==> config.mk <==
export PLATFORM = sky130hd
export DESIGN_NAME = scoreboard_seg_display_flat
export DESIGN_NICKNAME = d
export VERILOG_FILES = /design/src/rtl/scoreboard_seg_display_pkg.sv /design/src/rtl/scoreboard_seg_display_if.sv /design/src/rtl/scoreboard_seg_display_seg7_encoder.sv /design/src/rtl/scoreboard_seg_display.sv /design/src/flat_wrapper.sv
export SDC_FILE = /design/constraint.sdc
export NUM_CORES = 1
export LEC_CHECK = 0
export ABC_AREA = 1
export CAP_MARGIN = 20
export CORE_MARGIN = 8
export CORE_UTILIZATION = 57
export DETAILED_ROUTE_END_ITERATION = 10
export GPL_TIMING_DRIVEN = 0
export MAX_ROUTING_LAYER = met4
export PLACE_DENSITY_LB_ADDON = 0.1
export SYNTH_ARGS = -nofsm -noshare
export SYNTH_HDL_FRONTEND = slang
export SYNTH_SLANG_ARGS = --single-unit
==> constraint.sdc <==
create_clock -name clk -period 5 [get_ports clk]
set_clock_uncertainty 0.15 [all_clocks]
set_input_delay 1.5 -clock clk [delete_from_list [all_inputs] [get_ports clk]]
set_output_delay 1.5 -clock clk [all_outputs]
set_load 0.01 [all_outputs]
==> src/rtl/scoreboard_seg_display_pkg.sv <==
// Shared definitions for the scoreboard seven-segment display: FSM states,
// digit codes, glyph table and the double-dabble step used by the converter.
package scoreboard_seg_display_pkg;

  typedef enum logic [1:0] {
    ST_IDLE   = 2'd0,
    ST_LOAD   = 2'd1,
    ST_SHIFT  = 2'd2,
    ST_COMMIT = 2'd3
  } fsm_state_e;

  localparam logic [4:0] DIGIT_BLANK = 5'd16;
  localparam logic [4:0] DIGIT_NINE  = 5'd9;
  localparam logic [4:0] LAST_SHIFT  = 5'd15;

  // Active-high {g,f,e,d,c,b,a} patterns; entry 15 is glyph F, entry 0 is glyph 0.
  localparam logic [15:0][6:0] GLYPH_TABLE = {
    7'h71, 7'h79, 7'h5E, 7'h39, 7'h7C, 7'h77, 7'h6F, 7'h7F,
    7'h07, 7'h7D, 7'h6D, 7'h66, 7'h4F, 7'h5B, 7'h06, 7'h3F
  };

  // One double-dabble iteration on {5 BCD nibbles, 16-bit binary}.
  function automatic logic [35:0] dabble_step(input logic [35:0] value);
    logic [35:0] adj;
    adj = value;
    for (int i = 0; i < 5; i++) begin
      if (adj[16 + 4*i +: 4] >= 4'd5) begin
        adj[16 + 4*i +: 4] = adj[16 + 4*i +: 4] + 4'd3;
      end
    end
    return {adj[34:0], 1'b0};
  endfunction

endpackage

==> src/rtl/scoreboard_seg_display_if.sv <==
// Scoreboard output-stage word and end-of-frame flag as seen by the display.
interface scoreboard_seg_display_if;

  logic [31:0] display_data;
  logic        scoreboard_eof;

  modport master (
    output display_data,
    output scoreboard_eof
  );

  modport slave (
    input display_data,
    input scoreboard_eof
  );

endinterface

==> src/rtl/scoreboard_seg_display_seg7_encoder.sv <==
// Seven-segment encoder: 5-bit digit code (0-15 glyph, 16+ blank) to
// segment bits {g,f,e,d,c,b,a} with selectable polarity.
module seg7_encoder
  import scoreboard_seg_display_pkg::*;
#(
  parameter bit SEG_ACTIVE_LOW = 1'b1
) (
  input  logic [4:0] digit_code,
  output logic [6:0] segments
);

  logic [6:0] lit_s;

  // Glyph lookup followed by polarity adjustment.
  always_comb begin
    if (digit_code[4] == 1'b0) begin
      lit_s = GLYPH_TABLE[digit_code[3:0]];
    end else begin
      lit_s = 7'h00;
    end
    segments = SEG_ACTIVE_LOW ? ~lit_s : lit_s;
  end

endmodule

==> src/rtl/scoreboard_seg_display.sv <==
// Drives eight seven-segment digits from the {user_id, score} word: id in hex,
// score in decimal via a sequential double-dabble conversion.
module scoreboard_seg_display
  import scoreboard_seg_display_pkg::*;
#(
  parameter bit SEG_ACTIVE_LOW = 1'b1,
  parameter bit BLANK_LEADING  = 1'b1
) (
  input  logic                           clk,
  input  logic                           rst,
  scoreboard_seg_display_if.slave        bus,
  output logic [6:0]                     hex7,
  output logic [6:0]                     hex6,
  output logic [6:0]                     hex5,
  output logic [6:0]                     hex4,
  output logic [6:0]                     hex3,
  output logic [6:0]                     hex2,
  output logic [6:0]                     hex1,
  output logic [6:0]                     hex0,
  output logic                           busy,
  output logic                           score_ovf
);

  fsm_state_e       state_r;
  fsm_state_e       state_s;
  logic             start_s;
  logic [31:0]      shadow_r;
  logic             pending_r;
  logic [35:0]      shift_r;
  logic [4:0]       count_r;
  logic [7:0][4:0]  digit_r;
  logic             score_ovf_r;
  logic             busy_r;

  logic [19:0]      bcd_s;
  logic             ovf_s;
  logic [3:0][4:0]  score_code_s;
  logic [7:0][4:0]  code_s;
  logic [7:0][6:0]  seg_s;

  // Next-state logic; a new conversion starts only from IDLE.
  always_comb begin
    state_s = state_r;
    start_s = 1'b0;
    case (state_r)
      ST_IDLE: begin
        if (pending_r || (bus.display_data != shadow_r)) begin
          start_s = 1'b1;
          state_s = ST_LOAD;
        end else begin
          state_s = ST_IDLE;
        end
      end
      ST_LOAD:   state_s = ST_SHIFT;
      ST_SHIFT: begin
        if (count_r == LAST_SHIFT) begin
          state_s = ST_COMMIT;
        end else begin
          state_s = ST_SHIFT;
        end
      end
      ST_COMMIT: state_s = ST_IDLE;
      default:   state_s = ST_IDLE;
    endcase
  end

  // Score digit codes for commit: saturate above 9999, else leading-zero blanking.
  always_comb begin
    bcd_s = shift_r[35:16];
    ovf_s = (bcd_s[19:16] != 4'd0);
    if (ovf_s) begin
      score_code_s = {4{DIGIT_NINE}};
    end else begin
      score_code_s[3] = (BLANK_LEADING && (bcd_s[15:12] == 4'd0))
                        ? DIGIT_BLANK : {1'b0, bcd_s[15:12]};
      score_code_s[2] = (BLANK_LEADING && (bcd_s[15:8] == 8'd0))
                        ? DIGIT_BLANK : {1'b0, bcd_s[11:8]};
      score_code_s[1] = (BLANK_LEADING && (bcd_s[15:4] == 12'd0))
                        ? DIGIT_BLANK : {1'b0, bcd_s[7:4]};
      score_code_s[0] = {1'b0, bcd_s[3:0]};
    end
  end

  // FSM state register.
  always_ff @(posedge clk or negedge rst) begin
    if (!rst) begin
      state_r <= ST_IDLE;
    end else begin
      state_r <= state_s;
    end
  end

  // Conversion datapath, digit registers and status flags.
  always_ff @(posedge clk or negedge rst) begin
    if (!rst) begin
      shadow_r    <= 32'd0;
      pending_r   <= 1'b1;
      shift_r     <= 36'd0;
      count_r     <= 5'd0;
      digit_r     <= {8{DIGIT_BLANK}};
      score_ovf_r <= 1'b0;
      busy_r      <= 1'b0;
    end else begin
      busy_r <= (state_s != ST_IDLE);
      case (state_r)
        ST_IDLE: begin
          if (start_s) begin
            shadow_r  <= bus.display_data;
            pending_r <= 1'b0;
          end
        end
        ST_LOAD: begin
          shift_r <= {20'd0, shadow_r[15:0]};
          count_r <= 5'd0;
        end
        ST_SHIFT: begin
          shift_r <= dabble_step(shift_r);
          count_r <= count_r + 5'd1;
        end
        ST_COMMIT: begin
          digit_r[7]  <= {1'b0, shadow_r[31:28]};
          digit_r[6]  <= {1'b0, shadow_r[27:24]};
          digit_r[5]  <= {1'b0, shadow_r[23:20]};
          digit_r[4]  <= {1'b0, shadow_r[19:16]};
          digit_r[3]  <= score_code_s[3];
          digit_r[2]  <= score_code_s[2];
          digit_r[1]  <= score_code_s[1];
          digit_r[0]  <= score_code_s[0];
          score_ovf_r <= ovf_s;
        end
        default: begin
          pending_r <= 1'b1;
        end
      endcase
    end
  end

  // End-of-frame overrides the displayed codes without touching the registers.
  always_comb begin
    for (int i = 0; i < 8; i++) begin
      code_s[i] = bus.scoreboard_eof ? DIGIT_BLANK : digit_r[i];
    end
  end

  for (genvar g = 0; g < 8; g++) begin : g_enc
    seg7_encoder #(
      .SEG_ACTIVE_LOW(SEG_ACTIVE_LOW)
    ) u_enc (
      .digit_code(code_s[g]),
      .segments  (seg_s[g])
    );
  end

  assign hex7      = seg_s[7];
  assign hex6      = seg_s[6];
  assign hex5      = seg_s[5];
  assign hex4      = seg_s[4];
  assign hex3      = seg_s[3];
  assign hex2      = seg_s[2];
  assign hex1      = seg_s[1];
  assign hex0      = seg_s[0];
  assign busy      = busy_r;
  assign score_ovf = score_ovf_r;

endmodule

==> src/flat_wrapper.sv <==
// flat-port wrapper written by rule: the top's interface ports become plain ports
module scoreboard_seg_display_flat import scoreboard_seg_display_pkg::*;
#(
  parameter bit SEG_ACTIVE_LOW = 1'b1,
  parameter bit BLANK_LEADING  = 1'b1
)
  (clk, rst, hex7, hex6, hex5, hex4, hex3, hex2, hex1, hex0, busy, score_ovf, bus_display_data, bus_scoreboard_eof);
  scoreboard_seg_display_if bus_i ();
  input  logic clk;
  input  logic rst;
  output logic [6:0] hex7;
  output logic [6:0] hex6;
  output logic [6:0] hex5;
  output logic [6:0] hex4;
  output logic [6:0] hex3;
  output logic [6:0] hex2;
  output logic [6:0] hex1;
  output logic [6:0] hex0;
  output logic busy;
  output logic score_ovf;
  input wire logic [$bits(bus_i.display_data)-1:0] bus_display_data;
  input wire logic [$bits(bus_i.scoreboard_eof)-1:0] bus_scoreboard_eof;
  assign bus_i.display_data = bus_display_data;
  assign bus_i.scoreboard_eof = bus_scoreboard_eof;
  scoreboard_seg_display #(.SEG_ACTIVE_LOW(SEG_ACTIVE_LOW), .BLANK_LEADING(BLANK_LEADING)) u_core (.clk(clk), .rst(rst), .bus(bus_i), .hex7(hex7), .hex6(hex6), .hex5(hex5), .hex4(hex4), .hex3(hex3), .hex2(hex2), .hex1(hex1), .hex0(hex0), .busy(busy), .score_ovf(score_ovf));
endmodule
# Word level (Yosys, flattened, before mapping)
# Memories as Yosys holds them, arrays and structs flattened.
# Index checks and enable logic that the tools add are counted.
[totals]
ram_bits = 0
out_inout_bits = 58
mem_bits_ro = 896
latch_bits = 0
reg_bits = 118
n_memories = 8
[classes]
bitwise_logic = 8
n_lt_le_gt_ge = 13
reduce_logical = 9
n_mul = 0
n_eq_ne = 5
shifts = 0
add_sub_neg = 6
mux = 40
n_div = 0
[memory_table]
columns = ["memory", "words", "width", "rd", "rd_ports_with_merged_regs", "write_ports", "line_no", "source"]
rows = [
  ["(name not given)", 16, 7, 1, 0, 0, "scoreboard_seg_display_seg7_encoder.sv:17", "lit_s = GLYPH_TABLE[digit_code[3:0]];"],
  ["(name not given)", 16, 7, 1, 0, 0, "scoreboard_seg_display_seg7_encoder.sv:17", ""],
  ["(name not given)", 16, 7, 1, 0, 0, "scoreboard_seg_display_seg7_encoder.sv:17", ""],
  ["(name not given)", 16, 7, 1, 0, 0, "scoreboard_seg_display_seg7_encoder.sv:17", ""],
  ["(name not given)", 16, 7, 1, 0, 0, "scoreboard_seg_display_seg7_encoder.sv:17", ""],
  ["(name not given)", 16, 7, 1, 0, 0, "scoreboard_seg_display_seg7_encoder.sv:17", ""],
  ["2 more memories", "-", "-", "-", "-", "-", "-", ""],
]
[op_table]
columns = ["cell", "n"]
rows = [
  ["two-way mux 7 bit", 16],
  ["one-hot mux 36 bit (2 select lines)", 1],
  ["inverter 7 bit", 8],
  ["two-way mux 5 bit", 11],
  ["less-than comparator 4 x 5 -> 1 bit, second input constant", 8],
  ["!= test 32 bit", 1],
  ["greater-or-equal comparator 4 x 3 -> 1 bit, second input constant", 5],
  ["two-way mux 20 bit", 1],
  ["adder 4 x 2 -> 4 bit, second input constant", 4],
  ["two-way mux 4 bit", 4],
  ["logical NOT 12 bit", 1],
  ["one-hot mux 5 bit (2 select lines)", 1],
  ["logical NOT 8 bit", 1],
  ["one-hot mux 2 bit (4 select lines)", 1],
  ["adder 5 x 1 -> 5 bit, second input constant", 1],
  ["equality test 5 x 4 -> 1 bit, second input constant", 1],
  ["equality test 2 bit, second input constant", 2],
  ["logical NOT 4 bit", 1],
  ["two-way mux 1 bit", 4],
  ["nonzero test 2 bit", 2],
  ["nonzero test 4 bit", 1],
  ["adder 3 x 2 -> 3 bit, second input constant", 1],
  ["two-way mux 3 bit", 1],
  ["equality test 2 x 1 -> 1 bit, second input constant", 1],
  ["other kinds (3)", 3],
]

# Depth between registers and ports, before layout
[depth]
word_depth = 5
mapped_depth = 13
ltp_nobuf = 12

# Modules after synthesis
# Synthesis repeated with hierarchy kept, for this count alone.
[hier_totals]
hier_cells = 1149
hier_area_um2 = 8029.0
[by_module_without_submodules]
columns = ["mod", "n_inst", "area_per_inst_um2", "seq_area_each_um2", "cells_per_inst"]
rows = [
  ["scoreboard_seg_display", 1, 5739.3, 2859.0, 727],
  ["seg7_encoder at u_core.g_enc[2].u_enc ...", 6, 285.3, 0.0, 53],
  ["seg7_encoder at u_core.g_enc[1].u_enc", 1, 299.0, 0.0, 52],
  ["seg7_encoder at u_core.g_enc[0].u_enc", 1, 279.0, 0.0, 52],
]

# Worst setup path after synthesis
# Ideal clock, no wire load.
[synth_path]
kind = "input port to output port"
from = "in bus_scoreboard_eof"
to = "out hex0[4]"
n_path_buf = 3
required_ps = 3350
stages = 8
arrival_ps = 2949
slack_ps = 401
cell_sequence = "buf_2 -> buf_2 -> buf_2 -> nor2_1 -> inv_1 -> ha_1 -> inv_1 -> o311ai_0"
[synth_via]
elab_chain_len = 5
[synth_lines]
columns = ["element", "line_no", "source"]
rows = [
  ["start: declaration", "flat_wrapper.sv:22", "input wire logic [$bits(bus_i.scoreboard_eof)-1:0] bus_scoreboard_eof;"],
  ["two-way mux 5 bit (*)", "scoreboard_seg_display.sv:141", "code_s[i] = bus.scoreboard_eof ? DIGIT_BLANK : digit_r[i];"],
  ["memory read (16 x 7 bit)", "-", ""],
  ["two-way mux 7 bit (implied by the code)", "scoreboard_seg_display_seg7_encoder.sv:17", ""],
  ["two-way mux 7 bit (*)", "scoreboard_seg_display_seg7_encoder.sv:16", "if (digit_code[4] == 1'b0) begin"],
  ["inverter 7 bit (*)", "scoreboard_seg_display_seg7_encoder.sv:21", "segments = SEG_ACTIVE_LOW ? ~lit_s : lit_s;"],
  ["end: declaration", "flat_wrapper.sv:18", "output logic [6:0] hex0;"],
]
# Mark *: on every way between the ends. The rest lies on a longest branch, timed or not. The select of a mux whose other input is x is not followed.

# Final worst setup path
[layout_path]
from = "in bus_scoreboard_eof"
to = "out hex2[1]"
[layout_via]
elab_chain_len = 5
[layout_lines]
columns = ["element", "line_no", "source"]
rows = [
  ["two-way mux 5 bit (*)", "scoreboard_seg_display.sv:141", ""],
  ["memory read (16 x 7 bit)", "-", ""],
  ["two-way mux 7 bit (implied by the code)", "scoreboard_seg_display_seg7_encoder.sv:17", ""],
  ["two-way mux 7 bit (*)", "scoreboard_seg_display_seg7_encoder.sv:16", ""],
  ["inverter 7 bit (*)", "scoreboard_seg_display_seg7_encoder.sv:21", ""],
  ["end: declaration", "flat_wrapper.sv:16", "output logic [6:0] hex2;"],
]
# Marked as above.

==> flow_summary.ini <==
[worst_setup_path]
path_delay_family = buffers and inverters
path_cells = buf_6 -> buf_12 -> buf_12 -> nor2_4 -> inv_1 -> ha_1 -> nand2_1 -> o211ai_1 -> clkdlybuf4s50_1
crit_fanout = 10
critical-path-slowest-cell = clkdlybuf4s50_1
cp-end-kind = primary output
worstPathArrival_ps = 3290
worstSetupStartpointType = input port
required_ps = 3350
path_class = input port to primary output
timing.critical_path.buf_inv = 5
critical-path-max-stage-delay_ps = 560
cp_common_cell = buf_12

[sta]
fin_crit_sh_pct = 98.8
relSlewSlack_pct = 60.8
hold_viol = 0
worst-slew-pin-transition_ps = 585
rsz0062_at_grt = yes
fin_setup_tns_ps = 0
period_minus_slack_ps = 4940
fmax_mhz = 202
slew_violations = 0
fin_ws_ps = 58.6
setup_viol = 0

[grt]
grt_pass1_wl_um = 33000
grt_max_degree = 97
grt_overflow = 0
grt_usage_pct = 23.2
grt_pass1_vias = 6895
antenna_found_initial = 0

[yosys]
synth_top_flop_cell = dfrtp_1
syn-cell-area_um2 = 7700
syn_area_per_cell_um2 = 7.20
yosysWarnings = 0
synth_area_leaders = dfrtp_1 35%, nand2_1 16%, ha_1 11%
synth.top_cell.area_share_pct = 35.4
yosys.area.top_type = dfrtp_1
synth-seq-cells = 114
async_flop_share_pct = 100
syn_inst = 1070
ys_types = 34
ys_seq_area_share_pct = 37.1
synth-edff-count = 0
synth_nets = 1171

[finish]
area_delta_synth_final_pct = 25.4
num-fill-cells = 1112
drive_gt1_share_pct = 7.54
multi_input_area_um2 = 4190
final_nets = 1282
register_area_um2 = 2860
antenna_cells = 0

[power_and_ir_drop]
leakage_nw = 4.84
power.density_nw_per_um2 = 428
ir_worst_vdd_mv = 0.275

[floorplanning]
start_util_pct = 58.2
fp.dieH_um = 132
chipWidth_um = 132
rows = 42
core-area_um2 = 13200
die_area_um2 = 17500
ios = 93

[status]
status = completed

[detailed_routing]
detail_route.wl_per_cell_um = 13.9
viasPerCell = 5.28
drt_first_pass_iters = 7
drtAntennaViolNets = 0
drt-initial-drc-count = 348
post-route-drc-count = 0
drt-total-wl_um = 19100
vias = 7240

[worst_hold_path]
hold_path_class = flop to flop

[run]
cap_violations = 0

[cts]
path_clk_slew_ps = 50
numCtsBuffers = 17
postCtsSetupBuffers = 0
clockBufferDepth = 2
cts_tree = built
numClockSinks = 114
insertion_delay_ps = 410
cts-root-buf = clkbuf_16
holdBufCountCts = 0
h-tree-depth = 4

[placed_design]
place_ws_ps = -552
place.gp.congestion = 0.895
io_buffers = 91
detailed_place_hpwl_um = 14000
-- flip-flops by register name, indices dropped and copies added, names as in the netlist --
name	cells
u_core.pending_r	1
u_core.state_r	2
u_core.shadow_r	32
u_core.digit_r	36
u_core.score_ovf	1
u_core.shift_r	36
u_core.count_r	5
u_core.busy	1
-- synthesized netlist by cell type, types with 2 or more instances --
| cell type | count |
|---|---|
| ha_1 | 66 |
| nand3_1 | 92 |
| a32o_1 | 2 |
| buf_6 | 3 |
| a22oi_1 | 5 |
| nor2_2 | 3 |
| xor2_1 | 4 |
| nor3_1 | 3 |
| inv_1 | 159 |
| dfstp_2 | 5 |
| o21ai_1 | 5 |
| o32ai_1 | 4 |
| o311ai_0 | 4 |
| o22ai_1 | 12 |
| xnor2_1 | 8 |
| nand2_1 | 320 |
| a21oi_1 | 24 |
| nand4_1 | 3 |
| nor2_1 | 69 |
| buf_2 | 14 |
| o21ai_0 | 87 |
| buf_1 | 4 |
| dfrtp_1 | 109 |
| clkbuf_1 | 11 |
| or2_2 | 7 |
| o211ai_1 | 38 |
| inv_2 | 2 |
-- cell families after synthesis --
logic type / synth area share, %
XOR/XNOR: 1.36
flip-flops: 37.1
AO/OA/AOI/OAI: 14.2
buffers and inverters: 9.99
adder cells (fa/ha/maj): 10.7
AND/OR/NAND/NOR: 26.6
-- where the power goes --
group          internal (mW)  switching, mW
clock network          0.802          0.406
logic                  0.640          0.951
registers               1.16          0.178
total                   2.60           1.54
-- worst paths after layout --
check / start / end / slack [ps] / cells past startpoint
max in group asynchronous: rst / u_core.digit_r[39] / 3200 / 2
worst max-delay path: bus_scoreboard_eof / hex2[1] / 60 / 9
worst max register to register: u_core.state_r[1] / u_core.shift_r[3] / 2760 / 8
worst min register to register: u_core.digit_r[39] / u_core.digit_r[39] / 300 / 2
min in group asynchronous: rst / u_core.shadow_r[4] / 770 / 1
worst min-delay path: u_core.digit_r[39] / u_core.digit_r[39] / 300 / 2
-- area by class of cell --
class	count	area share [%]
Tap cell	176	2.28
Timing Repair Buffer	92	10.1
Inverter	161	6.25
Clock inverter	11	1.40
Buffer	33	2.24
Multi-Input combinational cell	762	43.4
Sequential cell	114	29.6
Clock buffer	21	4.76
-- metal layers --
layer  global-route usage (%)  wire length, um  up-vias
li1                         -                -     3676
met5                        -                0        -
met3                     4.95              945       22
met1                     29.7             9050     3352
met4                     5.74              246        0
met2                     36.7             8850      190
-- through the flow --
step | util, % | instances | instance area, um^2 | power, mW | hold WS [ps]
floorplan | - | 1070 | 7700 | 2.36 | 269
global placement | 66.7 | 1337 | 8840 | 2.88 | 277
detailed placement | 66.9 | 1338 | 8860 | 2.92 | 288
CTS | 72.1 | 1370 | 9540 | 4.15 | 298
global route | 73.0 | 1370 | 9660 | 4.46 | 333
finish | 73.0 | 1370 | 9660 | 4.14 | 302
-- worst register-to-register path, cell delays in order, from the launching register on --
cell	delay (ps)
dfrtp_1	360
inv_1	70
ha_1	290
clkbuf_2	180
inv_1	80
nor2_1	460
inv_1	160
buf_2	230
o211ai_1	180
-- cell usage in the layout, fill, tap and decap left out, types with 6 or more instances in the layout --
| cell | netlist | layout |
|---|---|---|
| o21ai_1 | 5 | 6 |
| a21oi_1 | 24 | 22 |
| dfrtp_1 | 109 | 109 |
| inv_1 | 159 | 159 |
| or2_2 | 7 | 7 |
| dlygate4sd2_1 | 0 | 11 |
| buf_2 | 14 | 10 |
| nand3_1 | 92 | 92 |
| dlymetal6s2s_1 | 0 | 20 |
| xnor2_1 | 8 | 8 |
| o21ai_0 | 87 | 86 |
| o211ai_1 | 38 | 38 |
| nor2_1 | 69 | 52 |
| clkbuf_1 | 11 | 13 |
| ha_1 | 66 | 64 |
| nand2_1 | 320 | 320 |
| clkbuf_16 | 0 | 17 |
| o22ai_1 | 12 | 12 |
| nor2_4 | 0 | 12 |
| nor2_2 | 3 | 8 |
| clkinv_2 | 0 | 6 |
| clkdlybuf4s50_1 | 0 | 59 |
-- timing repair --
| item | CTS | global route |
|---|---|---|
| pin swaps | 0 | 0 |
| resized for setup | 40 | 40 |
| endpoints found under the setup margin | 56 | 45 |
Note: power is estimated with default switching activity, not from simulation.
